==> src/rtl/ctrl_queue_arbiter_pkg.sv <==
// Shared definitions for the queued load arbiter: FSM state encodings and
// the simultaneous-request pick modes.
package ctrl_queue_arbiter_pkg;

   typedef enum logic [1:0] {
      ST_IDLE  = 2'd0,
      ST_GRANT = 2'd1,
      ST_RUN   = 2'd2
   } state_t;

   localparam int RR_FIXED = 0;
   localparam int RR_ROBIN = 1;

endpackage

==> src/rtl/ctrl_queue_fifo.sv <==
// Arrival-order queue of channel indices. Pointers wrap naturally; the
// occupancy counter is one bit wider so that full and empty are distinct.
module ctrl_queue_fifo
   import ctrl_queue_arbiter_pkg::*;
#(
   parameter int N_CH  = 8,
   parameter int DEPTH = 8
) (
   input  logic                       clk,
   input  logic                       rst_n,
   input  logic                       push,
   input  logic [$clog2(N_CH)-1:0]    push_data,
   input  logic                       pop,
   output logic [$clog2(N_CH)-1:0]    head,
   output logic [$clog2(DEPTH):0]     level,
   output logic                       empty,
   output logic                       full
);

   localparam int CW = $clog2(N_CH);
   localparam int PW = $clog2(DEPTH);
   localparam int LW = PW + 1;

   logic [CW-1:0] mem [DEPTH];
   logic [PW-1:0] wr_ptr_reg;
   logic [PW-1:0] rd_ptr_reg;
   logic [LW-1:0] level_reg;

   // Storage carries no reset; only the pointers define what is valid.
   always_ff @(posedge clk) begin
      if (push) begin
         mem[wr_ptr_reg] <= push_data;
      end
   end

   always_ff @(posedge clk) begin
      if (!rst_n) begin
         wr_ptr_reg <= '0;
         rd_ptr_reg <= '0;
         level_reg  <= '0;
      end else begin
         if (push) begin
            wr_ptr_reg <= wr_ptr_reg + 1'b1;
         end
         if (pop) begin
            rd_ptr_reg <= rd_ptr_reg + 1'b1;
         end
         case ({push, pop})
            2'b10:   level_reg <= level_reg + 1'b1;
            2'b01:   level_reg <= level_reg - 1'b1;
            default: level_reg <= level_reg;
         endcase
      end
   end

   assign head  = mem[rd_ptr_reg];
   assign level = level_reg;
   assign empty = (level_reg == '0);
   assign full  = (level_reg == LW'(DEPTH));

endmodule

==> src/rtl/ctrl_queue_arbiter.sv <==
// Queued load arbiter: picks one eligible requester per edge into a FIFO and
// grants the head through a one-hot enable until its BUSY falls or it times out.
module ctrl_queue_arbiter
   import ctrl_queue_arbiter_pkg::*;
#(
   parameter int N_CH     = 8,
   parameter int DEPTH    = 8,
   parameter int RR_MODE  = 0,
   parameter int START_TO = 0
) (
   input  logic                     CLK,
   input  logic                     RESET,
   input  logic [N_CH-1:0]          REQUEST,
   input  logic [N_CH-1:0]          BUSY,
   output logic [N_CH-1:0]          EN,
   output logic [N_CH-1:0]          REQUEST_OK,
   output logic [$clog2(DEPTH):0]   LEVEL,
   output logic                     EMPTY,
   output logic                     FULL,
   output logic                     TIMEOUT_ERR
);

   localparam int CW = $clog2(N_CH);
   localparam int TW = $clog2(START_TO + 2);
   localparam logic [TW-1:0] TO_LAST = (START_TO > 0) ? TW'(START_TO - 1) : '0;

   state_t          state_reg, state_next;
   logic [N_CH-1:0] en_reg, en_next;
   logic [N_CH-1:0] ok_reg, ok_next;
   logic            err_reg, err_next;
   logic [TW-1:0]   timer_reg, timer_next;
   logic [CW-1:0]   rr_ptr_reg, rr_next;

   logic [N_CH-1:0] eligible;
   logic            pick_valid;
   logic [CW-1:0]   pick_idx;
   logic            push, pop, release_now;
   logic [CW-1:0]   head;
   logic            empty, full;
   int              base, cand;

   genvar gi;
   generate
      for (gi = 0; gi < N_CH; gi++) begin : g_elig
         assign eligible[gi] = REQUEST[gi] & ~ok_reg[gi];
      end
   endgenerate

   // Scan downward so the candidate closest to the search base wins.
   always_comb begin
      pick_valid = 1'b0;
      pick_idx   = '0;
      cand       = 0;
      base       = (RR_MODE == RR_ROBIN) ? int'(rr_ptr_reg) : 0;
      for (int o = N_CH - 1; o >= 0; o--) begin
         cand = (base + o) % N_CH;
         if (eligible[cand]) begin
            pick_valid = 1'b1;
            pick_idx   = CW'(cand);
         end
      end
   end

   assign push    = pick_valid & ~full;
   assign rr_next = (pick_idx == CW'(N_CH - 1)) ? '0 : pick_idx + 1'b1;

   always_comb begin
      state_next  = state_reg;
      en_next     = en_reg;
      timer_next  = timer_reg;
      err_next    = 1'b0;
      release_now = 1'b0;
      case (state_reg)
         ST_IDLE: begin
            timer_next = '0;
            if (!empty) begin
               state_next = ST_GRANT;
               en_next    = {{(N_CH-1){1'b0}}, 1'b1} << head;
            end
         end
         ST_GRANT: begin
            if (BUSY[head]) begin
               state_next = ST_RUN;
            end else if (START_TO != 0) begin
               timer_next = timer_reg + 1'b1;
               if (timer_reg == TO_LAST) begin
                  release_now = 1'b1;
                  err_next    = 1'b1;
               end
            end
         end
         ST_RUN: begin
            if (!BUSY[head]) begin
               release_now = 1'b1;
            end
         end
         default: state_next = ST_IDLE;
      endcase
      if (release_now) begin
         state_next = ST_IDLE;
         en_next    = '0;
      end
      pop     = release_now;
      ok_next = ok_reg;
      if (release_now) begin
         ok_next[head] = 1'b0;
      end
      if (push) begin
         ok_next[pick_idx] = 1'b1;
      end
   end

   always_ff @(posedge CLK) begin
      if (!RESET) begin
         state_reg  <= ST_IDLE;
         en_reg     <= '0;
         ok_reg     <= '0;
         err_reg    <= 1'b0;
         timer_reg  <= '0;
         rr_ptr_reg <= '0;
      end else begin
         state_reg <= state_next;
         en_reg    <= en_next;
         ok_reg    <= ok_next;
         err_reg   <= err_next;
         timer_reg <= timer_next;
         if (push) begin
            rr_ptr_reg <= rr_next;
         end
      end
   end

   ctrl_queue_fifo #(
      .N_CH  (N_CH),
      .DEPTH (DEPTH)
   ) u_fifo (
      .clk       (CLK),
      .rst_n     (RESET),
      .push      (push),
      .push_data (pick_idx),
      .pop       (pop),
      .head      (head),
      .level     (LEVEL),
      .empty     (empty),
      .full      (full)
   );

   assign EMPTY       = empty;
   assign FULL        = full;
   assign EN          = en_reg;
   assign REQUEST_OK  = ok_reg;
   assign TIMEOUT_ERR = err_reg;

endmodule

==> config.mk <==
export PLATFORM = sky130hd
export DESIGN_NAME = ctrl_queue_arbiter
export DESIGN_NICKNAME = d
export VERILOG_FILES = /design/src/rtl/ctrl_queue_arbiter_pkg.sv /design/src/rtl/ctrl_queue_fifo.sv /design/src/rtl/ctrl_queue_arbiter.sv
export SDC_FILE = /design/constraint.sdc
export NUM_CORES = 1
export LEC_CHECK = 0
export BUFFER_PORTS_ARGS = -buffer_cell sky130_fd_sc_hd__buf_2
export CAP_MARGIN = 20
export CORE_ASPECT_RATIO = 1.2
export CORE_MARGIN = 2
export CORE_UTILIZATION = 40
export CTS_BUF_LIST = sky130_fd_sc_hd__clkbuf_2 sky130_fd_sc_hd__clkbuf_4 sky130_fd_sc_hd__clkbuf_8
export CTS_CLUSTER_DIAMETER = 60
export CTS_CLUSTER_SIZE = 8
export DETAILED_ROUTE_END_ITERATION = 8
export GPL_TIMING_DRIVEN = 0
export PLACE_DENSITY = 0.69
export SYNTH_ARGS = -nofsm -noshare
export SYNTH_HDL_FRONTEND = slang
export SYNTH_SLANG_ARGS = --single-unit
export TNS_END_PERCENT = 30
==> constraint.sdc <==
create_clock -name CLK -period 5 [get_ports CLK]
set_clock_uncertainty 0.15 [all_clocks]
set_input_delay 1 -clock CLK [delete_from_list [all_inputs] [get_ports CLK]]
set_output_delay 1 -clock CLK [all_outputs]
set_load 0.02 [all_outputs]
# [Yosys cells after proc, flatten, opt, wreduce, memory -nomap -nowiden]
# Memories as Yosys holds them, arrays and structs flattened. A register that Yosys moved wholly into a read port is not among the register bits.
# Cells that the tools add are included.
[classes] n_addsub=4 order_cmp=4 eq_ne=7 shifts=1 mux=34 bitwise=24 n_reduce_logical=8
[op_table] cell="3-bit two-way mux" n=10
[op_table] cell="8-bit two-way mux" n=2
[op_table] cell="1-bit two-way mux" n=15
[op_table] cell="1-bit inverter" n=12
[op_table] cell="1-bit AND" n=9
[op_table] cell="8-bit AND" n=1
[op_table] cell="3-bit by 4-bit < comparator with 1-bit output (second input constant)" n=2
[op_table] cell="8-bit inverter" n=1
[op_table] cell="8-bit OR" n=1
[op_table] cell="4-bit one-hot mux with 2 select lines" n=1
[op_table] cell="1-bit by 3-bit << shifter with 8-bit output (first input constant)" n=1
[op_table] cell="3-bit by 1-bit adder with 3-bit output (second input constant)" n=2
[op_table] cell="1-bit demux with 3-bit select" n=2
[op_table] cell="3-bit by 1-bit >= comparator with 1-bit output (second input constant)" n=2
[op_table] cell="2-bit one-hot mux with 3 select lines" n=1
[op_table] cell="4-bit by 1-bit adder with 4-bit output (second input constant)" n=1
[op_table] cell="2-bit by 1-bit == test with 1-bit output (second input constant)" n=2
[op_table] cell="2-bit == test (second input constant)" n=2
[op_table] cell="4-bit == test (second input constant)" n=1
[op_table] cell="4-bit logical NOT" n=1
[op_table] cell="2-bit two-way mux" n=2
[op_table] cell="2-bit inequality test (second input constant)" n=2
[op_table] cell="4-bit by 1-bit subtractor with 4-bit output (second input constant)" n=1
[op_table] cell="1-bit binary-select mux with 3-bit select" n=1
[op_table] cell="other kinds (6)" n=7
[totals] ff_bits=28 ramBits=24 in_bits=18 output_inout_bits=23 word_cells=89 memories=1
[memory_table] memory="u_fifo.mem" depth=8 width=3 read_ports=1 rd_clocked_by_memory_dff=1 write_ports=1 line="ctrl_queue_fifo.sv:24" text="logic [CW-1:0] mem [DEPTH];"

# [Logic depth before layout (Yosys ltp)]
[depth] word_depth=16 depth_mapped=16 depth_no_buf=13

# [Modules after synthesis]
# Synthesis repeated with hierarchy kept, for this count alone.
[hier_totals] cells_unflattened=242 hier_area_um2=2738.9
[modules_own_cells] mod="ctrl_queue_fifo" n_inst=1 cells_per_inst=105 area_each_um2=1590.3 seq_area_each_um2=980.9
[modules_own_cells] mod="ctrl_queue_arbiter" n_inst=1 cells_per_inst=137 area_each_um2=1148.6 seq_area_each_um2=360.3

# [Least setup slack after synthesis]
# Ideal clock, no wire load.
[synth_path] kind="register to register" start="register with a tool-made name" end="register u_fifo.level_reg[2] (netlist: u_fifo.level[2])" setup_time_ns=0.072 arrival_time_ns=3.229 required_time_ns=4.778 path_slack_ns=1.548 path_stages_with_launch=16 path_buffers=3 period_less_slack_ns=3.452 path_cell_list="dfxtp_1 -> buf_6 -> mux4_2 -> mux2i_4 -> inv_4 -> a211o_2 -> and3_4 -> buf_6 -> buf_12 -> ha_1 -> xor2_1 -> ha_1 -> a21oi_1 -> xor2_1 -> or3_1 -> a21oi_1"
[synth_lines] element="end signal, assigned" line="ctrl_queue_fifo.sv:49" text="2'b10: level_reg <= level_reg + 1'b1;"
[synth_lines] element="end signal, assigned" line="ctrl_queue_fifo.sv:50" text="2'b01: level_reg <= level_reg - 1'b1;"
[synth_lines] element="end signal, assigned" line="ctrl_queue_fifo.sv:51" text="default: level_reg <= level_reg;"
[synth_lines] element="end, declared" line="ctrl_queue_fifo.sv:27" text="logic [LW-1:0] level_reg;"

==> impl_metrics.toml <==
[final_layout]
n_fill_cell = 616
final_cell_mix = "41 x buf_2, 31 x dfxtp_1, 24 x edfxtp_1, 22 x nor2_1, 18 x nand2_1"
drive_gt1_share_pct = 25.25
final_common_cell = "buf_2"
area_delta_synth_final_pct = 14.56
largest_register_ffs = 24
largest-register = "u_fifo.mem"
n_antenna_cell = 0
nets = 319
stdcell_count = 382

[synthesis]
avgSynthCellArea_um2 = 10.73
syn_inst = 250
ys_async_sr_fraction_pct = 0
ys_warn_count = 0
synth_ff_type = "dfxtp_1"
ys_ff_latch = 55
synth_cell_types = 50
synth.net_count = 273
synth-seq-area-share_pct = 50.02
synth_area_um2 = 2681
synth_enable_flop_cells = 24

[setup_path]
endpoint_kind = "register"
cp_max_fo = 11
rr_endpoint = "u_fifo.level[2]"
worstRegToRegCells = 16
worst_ep_arrival_time_ps = 3850
worstPathRequired_ps = 5090
ff2ff_setup_slack_ps = 1250
crit_type = "register to register"
timing.critical_path.from_type = "register"

[timing]
rsz0062_at_grt = "false"
timing.hold.ws_ps = 321.9
maxSlewViolCount = 0
worst_pin_slew_ps = 848.2
max_freq_ghz = 0.2664
fin_crit_sh_pct = 75.07
hold_viol = 0
fin_setup_tns_ps = 0
setup_viol = 0
relSlewSlack_pct = 43.33
fin_crit_ps = 3753

[hold_path]
hold_path_startpoint = "state_reg[1]"
min_to = "state_reg[0]"
holdCritPathClass = "register to register"
hold_path_depth = 1

[clocking]
clk_pin_slew_ps = 100
clk_path_buf_depth = 2
cts.sinks = 55
hold_buffers = 0
post_cts_buffers = 0
cts_tree = "done"
clkLatencyLatePin_ps = 310
postCtsResizedCells = 0
htreeDepth = 2
ctsRootBufferMaster = "clkbuf_8"
numCtsBuffers = 5

[routing]
postRouteAntennaNets = 0
via_count = 2008
first_pass_iters = 5
wl_per_cell_um = 14.48
drt-total-wl_um = 5530
drtIter0Drc = 65
via_per_inst = 5.257
drcViolationCount = 0

[global_routing]
grt_pass1_wl_um = 8749
first_global_vias = 1902
grt_usage_pct = 15.38
grt_start_max_net_pins = 18
antenna_found_initial = 0
grt-ovfl-total = 0

[power]
power_density_nw_per_um2 = 331.7
ir_worst_vdd_mv = 0.1549
total_leakage_power_nw = 1.226

[die]
die_h_um = 93.69
dieArea_um2 = 7377
start_util_pct = 41.60
die_w_um = 78.74
core_um2 = 6446
ios = 41
rows = 32

[place]
routabilityCongestion = 0.8555
dp_hpwl_um = 4199
place_inst = 374
io_buffers = 39

[job]
max_cap_viol_count = 0

[status]
status = "finished, final reports clean"
power breakdown:
group          total, mW  switching, mW  internal (mW)
Combinational      0.252          0.159         0.0930
Clock              0.242          0.144         0.0977
Sequential         0.526         0.0192          0.506
critical path, cell delays in order, from the launching register on:
cell and delay [ps]:
dfxtp_1 340, buf_6 150, mux2_2 360, o22ai_1 300, o21ai_0 130, and3_2 220, a211o_2 340, and3_4 190
buf_6 120, buf_12 140, ha_1 240, xor2_1 160, ha_1 190, a21oi_1 140, xor2_1 90, or3_1 310
a21oi_1 140
how the worst max path moves through the flow:
stage               slack [ps]              end  depth (start not counted)       start
finish                    1250  u_fifo.level[2]                         16    register
global route              1040  u_fifo.level[2]                         14    register
CTS                       1270  u_fifo.level[2]                         16    register
detailed placement        1280  u_fifo.level[2]                         13  REQUEST[2]
global placement          1310  u_fifo.level[2]                         13  REQUEST[2]
floorplan                 1550  u_fifo.level[2]                         15    register
synth_stat cells, drive strengths merged (5+ instances only):
library cell	number	share of area (%)
dfxtp	31	23
edfxtp	24	27
nor2	22	3.1
nand2	19	2.9
a21oi	15	2.8
nor3	14	4.1
mux2i	11	4.6
nor2b	11	2.6
nand2b	10	2.3
a22oi	9	2.7
o21ai	9	1.7
buf	8	2.5
inv	7	1.1
nand3	7	1.3
ha	5	2.3
cell families after synthesis:
kind of cell	synth area share, %
buffers and inverters	4.153
adders and majority gates	2.333
muxes	9.612
DFF	50.02
xor gates and xnor gates	1.633
AOI/OAI and AO/OA	11.34
other	0.1399
and+or+nand+nor	20.77
layer usage:
metal / GRT usage [%] / vias to the layer above / routed length (um)
met2: 24.79 / 41 / 2663
li1: - / 1001 / -
met5: 0 / - / 0
met3: 3.173 / 10 / 199
met4: 6.140 / 0 / 101
met1: 20.21 / 956 / 2566
area by class of cell:
class,count,area [um2],area share (%)
inverters,7,28.78,0.9369
repair buffers,39,195.2,6.354
clock inverters,3,20.02,0.6517
plain buffers,12,82.58,2.688
multi-input cells,176,1229,40.00
well taps,85,106.4,3.462
clock buffers,5,68.82,2.240
flip-flops and latches,55,1341,43.67
through the flow:
stage               power, mW  util, %  cell area (um2)  setup WS, ps
floorplan              0.7185        -             2681          1548
CTS                     1.028    47.65             3072          1268
global placement       0.7822    46.27             2983          1315
global route            1.074    47.65             3072          1041
finish                  1.019    47.65             3072          1247
detailed placement     0.7863    46.27             2983          1279
Power figures use the tool's default switching activity.
